[src/rtl/regfile_wb_ctrl_pkg.sv]
// ---------------------------------------------------------------------------
// regfile_wb_ctrl_pkg
//   Shared constants for the register-file writeback controller:
//     DEF_WIDTH / DEF_ADDR_W / DEF_DEPTH : default parameter values
//     R0_ADDR                            : hard-wired zero register address
//   Queue entries travel between the controller and the match logic as
//   packed words laid out {wa, wd}; entry_w() gives the width of one entry.
// ---------------------------------------------------------------------------
package regfile_wb_ctrl_pkg;

    localparam int DEF_WIDTH  = 32;
    localparam int DEF_ADDR_W = 5;
    localparam int DEF_DEPTH  = 4;
    localparam int R0_ADDR    = 0;

    // Width of one packed queue entry {wa, wd}.
    function automatic int entry_w(input int width, input int addr_w);
        return width + addr_w;
    endfunction

endpackage

[src/rtl/wb_fwd_match.sv]
// ---------------------------------------------------------------------------
// wb_fwd_match
//   Youngest-first priority match of one read address against the
//   writeback queue. Purely combinational.
//   Ports:
//     ra          in   read address (r0 never matches)
//     head_ptr    in   slot index of the oldest queued entry
//     entry_valid in   per-slot occupied bits
//     entries     in   all slots packed, slot i at [i*ENTRY_W +: ENTRY_W],
//                      each entry laid out {wa, wd}
//     hit         out  some occupied slot holds ra
//     data        out  write data of the youngest matching slot (0 if none)
// ---------------------------------------------------------------------------
module wb_fwd_match
    import regfile_wb_ctrl_pkg::*;
#(
    parameter int WIDTH  = DEF_WIDTH,
    parameter int ADDR_W = DEF_ADDR_W,
    parameter int DEPTH  = DEF_DEPTH
) (
    input  logic [ADDR_W-1:0]                 ra,
    input  logic [$clog2(DEPTH)-1:0]          head_ptr,
    input  logic [DEPTH-1:0]                  entry_valid,
    input  logic [DEPTH*(ADDR_W+WIDTH)-1:0]   entries,
    output logic                              hit,
    output logic [WIDTH-1:0]                  data
);

    localparam int PTR_W   = $clog2(DEPTH);
    localparam int ENTRY_W = entry_w(WIDTH, ADDR_W);

    logic [WIDTH-1:0] slot_wd [DEPTH];
    logic [DEPTH-1:0] slot_match;
    logic [PTR_W-1:0] slot_idx;

    genvar gi;
    generate
        for (gi = 0; gi < DEPTH; gi++) begin : g_slot
            logic [ADDR_W-1:0] slot_wa;
            assign slot_wa        = entries[gi*ENTRY_W + WIDTH +: ADDR_W];
            assign slot_wd[gi]    = entries[gi*ENTRY_W +: WIDTH];
            assign slot_match[gi] = entry_valid[gi] && (slot_wa == ra)
                                    && (ra != ADDR_W'(R0_ADDR));
        end
    endgenerate

    // Walk slots oldest to youngest; a later hit overrides an earlier one so
    // the youngest queued write to the register wins.
    always_comb begin
        hit      = 1'b0;
        data     = '0;
        slot_idx = '0;
        for (int k = 0; k < DEPTH; k++) begin
            slot_idx = head_ptr + PTR_W'(k);
            if (slot_match[slot_idx]) begin
                hit  = 1'b1;
                data = slot_wd[slot_idx];
            end
        end
    end

endmodule

[src/rtl/regfile_wb_ctrl.sv]
// ---------------------------------------------------------------------------
// regfile_wb_ctrl
//   Write-side initiator for the register file. Writeback requests from the
//   MEM/WB stage are buffered in an in-order queue of DEPTH entries and
//   drained one per cycle onto the regfile write port. Both read ports are
//   checked against still-queued writes.
//
//   Build option REGFILE_WB_FWD_EN:
//     defined   : rd_n returns the youngest queued data for ra_n, falling
//                 back to the raw regfile data; hazard_n is tied low.
//     undefined : rd_n is the raw regfile data; hazard_n flags a queued,
//                 not yet written register so decode can stall.
//
//   Ports:
//     clk, rst              clock, synchronous active-high reset
//     in_valid/in_ready     writeback request handshake
//     in_wa, in_wd          request address / data (wa==0 accepted, dropped)
//     drain_en              allow a regfile write this cycle
//     rf_regwrite/wa/wd     regfile write port (queue head, 0 when empty)
//     ra1, ra2              read addresses
//     rf_rd1, rf_rd2        raw regfile read data
//     rd1, rd2              resolved read data for decode
//     hazard1, hazard2      read port targets a queued register
//     pending               occupied queue entries
// ---------------------------------------------------------------------------
module regfile_wb_ctrl
    import regfile_wb_ctrl_pkg::*;
#(
    parameter int WIDTH  = DEF_WIDTH,
    parameter int ADDR_W = DEF_ADDR_W,
    parameter int DEPTH  = DEF_DEPTH
) (
    input  logic                     clk,
    input  logic                     rst,
    input  logic                     in_valid,
    output logic                     in_ready,
    input  logic [ADDR_W-1:0]        in_wa,
    input  logic [WIDTH-1:0]         in_wd,
    input  logic                     drain_en,
    output logic                     rf_regwrite,
    output logic [ADDR_W-1:0]        rf_wa,
    output logic [WIDTH-1:0]         rf_wd,
    input  logic [ADDR_W-1:0]        ra1,
    input  logic [ADDR_W-1:0]        ra2,
    input  logic [WIDTH-1:0]         rf_rd1,
    input  logic [WIDTH-1:0]         rf_rd2,
    output logic [WIDTH-1:0]         rd1,
    output logic [WIDTH-1:0]         rd2,
    output logic                     hazard1,
    output logic                     hazard2,
    output logic [$clog2(DEPTH):0]   pending
);

    localparam int PTR_W   = $clog2(DEPTH);
    localparam int CNT_W   = PTR_W + 1;
    localparam int ENTRY_W = entry_w(WIDTH, ADDR_W);

    logic [ADDR_W-1:0]        wa_q [DEPTH];
    logic [WIDTH-1:0]         wd_q [DEPTH];
    logic [DEPTH-1:0]         valid_q;
    logic [PTR_W-1:0]         wr_ptr_q, wr_ptr_d;
    logic [PTR_W-1:0]         rd_ptr_q, rd_ptr_d;
    logic [CNT_W-1:0]         count_q, count_d;
    logic                     full, empty, push, store, pop;
    logic [DEPTH*ENTRY_W-1:0] entries_flat;
    logic                     hit1, hit2;
    logic [WIDTH-1:0]         fwd_data1, fwd_data2;

    assign full     = (count_q == CNT_W'(DEPTH));
    assign empty    = (count_q == '0);
    assign in_ready = !full && !rst;
    assign push     = in_valid && in_ready;
    // Writes to r0 complete the handshake but never occupy an entry.
    assign store    = push && (in_wa != ADDR_W'(R0_ADDR));
    // No regfile write may leave the block while reset is asserted.
    assign pop      = !empty && drain_en && !rst;

    assign rf_regwrite = pop;
    assign rf_wa       = empty ? '0 : wa_q[rd_ptr_q];
    assign rf_wd       = empty ? '0 : wd_q[rd_ptr_q];
    assign pending     = count_q;

    always_comb begin
        wr_ptr_d = wr_ptr_q;
        rd_ptr_d = rd_ptr_q;
        count_d  = count_q;
        if (store) begin
            wr_ptr_d = wr_ptr_q + PTR_W'(1);
        end
        if (pop) begin
            rd_ptr_d = rd_ptr_q + PTR_W'(1);
        end
        if (store && !pop) begin
            count_d = count_q + CNT_W'(1);
        end else if (pop && !store) begin
            count_d = count_q - CNT_W'(1);
        end
    end

    always_ff @(posedge clk) begin
        if (rst) begin
            wr_ptr_q <= '0;
            rd_ptr_q <= '0;
            count_q  <= '0;
            valid_q  <= '0;
        end else begin
            wr_ptr_q <= wr_ptr_d;
            rd_ptr_q <= rd_ptr_d;
            count_q  <= count_d;
            // Set and clear never hit the same slot: that needs a full queue
            // with a push, and push is blocked when full.
            if (pop) begin
                valid_q[rd_ptr_q] <= 1'b0;
            end
            if (store) begin
                valid_q[wr_ptr_q] <= 1'b1;
            end
        end
    end

    // Payload storage carries no reset; occupancy lives in valid_q/count_q.
    always_ff @(posedge clk) begin
        if (store) begin
            wa_q[wr_ptr_q] <= in_wa;
            wd_q[wr_ptr_q] <= in_wd;
        end
    end

    genvar gi;
    generate
        for (gi = 0; gi < DEPTH; gi++) begin : g_pack
            assign entries_flat[gi*ENTRY_W +: ENTRY_W] = {wa_q[gi], wd_q[gi]};
        end
    endgenerate

    // The entry being popped this cycle is still matched: the regfile only
    // holds its data from the next cycle on.
    wb_fwd_match #(
        .WIDTH  (WIDTH),
        .ADDR_W (ADDR_W),
        .DEPTH  (DEPTH)
    ) u_match1 (
        .ra          (ra1),
        .head_ptr    (rd_ptr_q),
        .entry_valid (valid_q),
        .entries     (entries_flat),
        .hit         (hit1),
        .data        (fwd_data1)
    );

    wb_fwd_match #(
        .WIDTH  (WIDTH),
        .ADDR_W (ADDR_W),
        .DEPTH  (DEPTH)
    ) u_match2 (
        .ra          (ra2),
        .head_ptr    (rd_ptr_q),
        .entry_valid (valid_q),
        .entries     (entries_flat),
        .hit         (hit2),
        .data        (fwd_data2)
    );

`ifdef REGFILE_WB_FWD_EN
    assign rd1     = (ra1 == ADDR_W'(R0_ADDR)) ? '0 : (hit1 ? fwd_data1 : rf_rd1);
    assign rd2     = (ra2 == ADDR_W'(R0_ADDR)) ? '0 : (hit2 ? fwd_data2 : rf_rd2);
    assign hazard1 = 1'b0;
    assign hazard2 = 1'b0;
`else
    assign rd1     = (ra1 == ADDR_W'(R0_ADDR)) ? '0 : rf_rd1;
    assign rd2     = (ra2 == ADDR_W'(R0_ADDR)) ? '0 : rf_rd2;
    assign hazard1 = hit1;
    assign hazard2 = hit2;
    // Forwarded data is not consumed when decode stalls instead.
    logic unused_fwd_data;
    assign unused_fwd_data = ^{fwd_data1, fwd_data2};
`endif

endmodule

[config.mk]
export PLATFORM = sky130hd
export DESIGN_NAME = regfile_wb_ctrl
export DESIGN_NICKNAME = d
export VERILOG_FILES = /design/src/rtl/regfile_wb_ctrl_pkg.sv /design/src/rtl/wb_fwd_match.sv /design/src/rtl/regfile_wb_ctrl.sv
export SDC_FILE = /design/constraint.sdc
export NUM_CORES = 1
export LEC_CHECK = 0
export ABC_AREA = 1
export CAP_MARGIN = 20
export CELL_PAD_IN_SITES_DETAIL_PLACEMENT = 1
export CELL_PAD_IN_SITES_GLOBAL_PLACEMENT = 2
export CORE_ASPECT_RATIO = 0.5
export CORE_MARGIN = 4
export CORE_UTILIZATION = 28
export DETAILED_ROUTE_END_ITERATION = 10
export PLACE_DENSITY = 0.79
export SYNTH_ARGS = -nofsm -noshare
export SYNTH_HDL_FRONTEND = slang
export SYNTH_SLANG_ARGS = --single-unit
[constraint.sdc]
create_clock -name clk -period 2.6 [get_ports clk]
set_input_delay 0.39 -clock clk [delete_from_list [all_inputs] [get_ports clk]]
set_output_delay 0.39 -clock clk [all_outputs]
set_load 0.02 [all_outputs]
==> results.md <==
* Flop-to-flop setup slack at ~0.34 ns
* DP Area at about 11000 µm²
* CP arrival at 2.10 ns
* Routed Wire Length at 24.3 mm
* Area of the die at between 30000 and 40000 µm²
* First-pass GRT wire length at between 30 and 40 mm
* Cell Rows at 42
* Synth Instances at ~840
* PwrDens at between 700 and 800 nW/µm²
* Status: finished, final reports clean
* Worst IR Drop VDD at 393 µV
* Congestion Overflow GR at 0
* Setup-failing EPs final at 0
* Initial core utilization at about 29%
* Die W at between 200 and 250 µm
* Share of cells above drive strength 1 at 7.46%
* DRC violations left at 0
* ANT nets after route at 0
* Number of buffers and inverters on the critical path at 5
* Hold violation total from the final report at 0
* Wire per inst at about 17 µm
* Max_cap viols at 0
* Vias per std cell at approximately 4.4
* Area growth from synthesis to layout at 45.5%
* Minimum clock period at about 2.5 ns
* CP required at 2.21 ns
* Total CTS buffers at 17
* # hold bufs at CTS at 0
* Most frequent cells in the layout: nand2_1 (188), nor2_1 (170), edfxtp_1 (148), clkdlybuf4s50_1 (125), inv_1 (103)
* LEAKAGE at slightly above 0.005 µW
* Startpoint Class: primary input
* CTS root buf: clkbuf_16
* Post-synth top flop: edfxtp_1
* CTS Sinks at around 160
* Largest fanout on the critical path at 17
* Slowest stage cell, crit path: clkdlybuf4s50_1
* Vias in the first global route at ~6800
* Clk buf depth at 2
* Critical Path, Cell by Cell: clkdlybuf4s50_1 > inv_1 > nand4_1 > buf_12 > nand2_1 > inv_1 > clkdlybuf4s50_1
* Post-Syn Area at between 7000 and 8000 µm²
* Crit path max-delay family: buffers and inverters
* Core ar. at 26700 µm²
* Post-synth EDFFs at about 150
* Post-synth ARST share at 0%
* Starting DRC count in detailed routing at 229
* Final Cycle Share at 95.9%
* TritonRoute pass-1 iters at 5
* YS warnings at 0
* Relative slew slack at 76.4%
* H-tree depth at 4
* Placed Cells at between 1000 and 1500
* Final Util at a little over two fifths
* Number of antenna violations at the first check in global routing at 1
* Most common cell after layout, fill and taps aside: nand2_1
* Crit Path Class: in -> out
* Final hold slack at approximately 0.53 ns
* Fin nets at roughly 1200
* # IOs at 223
* Register area share after synthesis at 61.4%
* Cell variety after synth at 25
* Crit-path max cell delay at about 0.52 ns
* Design Area, Final at around 11000 µm²
* RSZ-0062 raised after global routing: no
* Max Freq at between 0.4 and 0.5 GHz
* Die Height at ~130 µm
* Register area at between 4000 and 5000 µm²
* Synthesized flop and latch total at roughly 160
* Non-Filler Instances at 1452
* Worst slew pin tran at between 0.3 and 0.4 ns
* Worst-Skew Late Latency at ~0.42 ns
* Crit end category: output port
* Multi-input gate area at between 2000 and 2500 µm²
* HP Class: reg -> reg
* Clock transition at path regs at 0.06 ns
* CTS tree: built
* FILL cells at just over 3000
* PortBufs at about 220
* Post-DP HPWL at between 15 and 20 mm
* Avg Inst Size Synth at 9.16 µm²
* Largest net degree at the start of global routing at 61
* Max-slew violation count at 0
* DR vias at 6451
* GR Util All Layers at 15.7%
* Placer congestion estimate at about 0.81
* Skew final at between 0.009 and 0.01 ns
* Net Count, Synth at 962
-- report_power, final --
group,switching (µW),internal [µW],total [µW]
clock,968,1410,2380
sequential,68.2,2950,3020
combinational,1500,939,2440
total,2530,5300,7830
-- registers in the layout, summed over array words and instances (netlist names), named ones only --
| register | flops |
|---|---|
| rd_ptr_q | 2 |
| wd_q | 128 |
| wr_ptr_q | 2 |
| wa_q | 20 |
| pending | 3 |
| valid_q | 4 |
-- what timing repair did --
item                                    4_1_cts  5_1_grt
endpoints found under the setup margin       71       39
resized for setup                            68       36
setup buffers                                 0        1
gates cloned                                  0        1
pin swaps                                     0        0
-- worst register-to-register path: cells and delay by family, from the launching register on --
kind            cells  cell delay (ns)
compound gates      4             0.54
fa+ha+maj           2             0.55
buf+inv             3             0.28
flops               1             0.34
simple gates        3             0.44
-- cell type report --
type | count | share of cell area [%]
flip-flops and latches | 161 | 42.2
repair buffers | 264 | 24.0
multi-input cells | 530 | 20.9
well taps | 352 | 3.95
inverters | 112 | 3.86
clock buffers | 18 | 3.85
clock inverters | 14 | 1.27
diodes | 1 | 0.0224
-- synthesized netlist by cell type, types with 9 or more instances --
library cell | instances | area (µm²)
a21oi_1 | 57 | 285
dfxtp_1 | 13 | 260
nand2_1 | 188 | 706
edfxtp_1 | 148 | 4440
ha_1 | 9 | 113
nor2_1 | 171 | 642
o21ai_0 | 53 | 265
o21ai_1 | 29 | 145
inv_1 | 107 | 402
nand3_1 | 9 | 45.0
buf_2 | 14 | 70.1
-- routing by layer --
layer | share of wire, % | track usage (%)
met1 | 42 | 18.0
met5 | 0 | 0
met4 | 0.91 | 3.17
met2 | 54 | 30.3
met3 | 3.3 | 3.19
-- through the flow --
step,power (µW),TNS [ns],setup slack [ns]
finish,7830,0,0.105
detailed placement,5730,-2.42,-0.145
CTS,7980,0,0.0141
global placement,5680,-1.11,-0.115
global route,8260,0,0.00107
floorplan,4410,0,0.373
-- kinds of logic (layout without fill, tap and decap cells) --
group / after synthesis / after routing / synth area share (%)
other: 0 / 1 / 0
and+or+nand+nor: 379 / 379 / 19.2
xor gates and xnor gates: 1 / 1 / 0.114
DFF: 161 / 161 / 61.4
buffers and inverters: 146 / 408 / 8.29
AOI/OAI and AO/OA: 140 / 140 / 9.35
adders and majority gates: 10 / 10 / 1.73
-- final timing paths --
kind	end	depth (start not counted)	startpoint
max reg2reg	pending[2]	12	pending[1]
min reg2reg	pending[2]	2	pending[2]
min	pending[2]	2	pending[2]
max	rd2[28]	7	ra2[2]
Power figures use the tool's default switching activity.
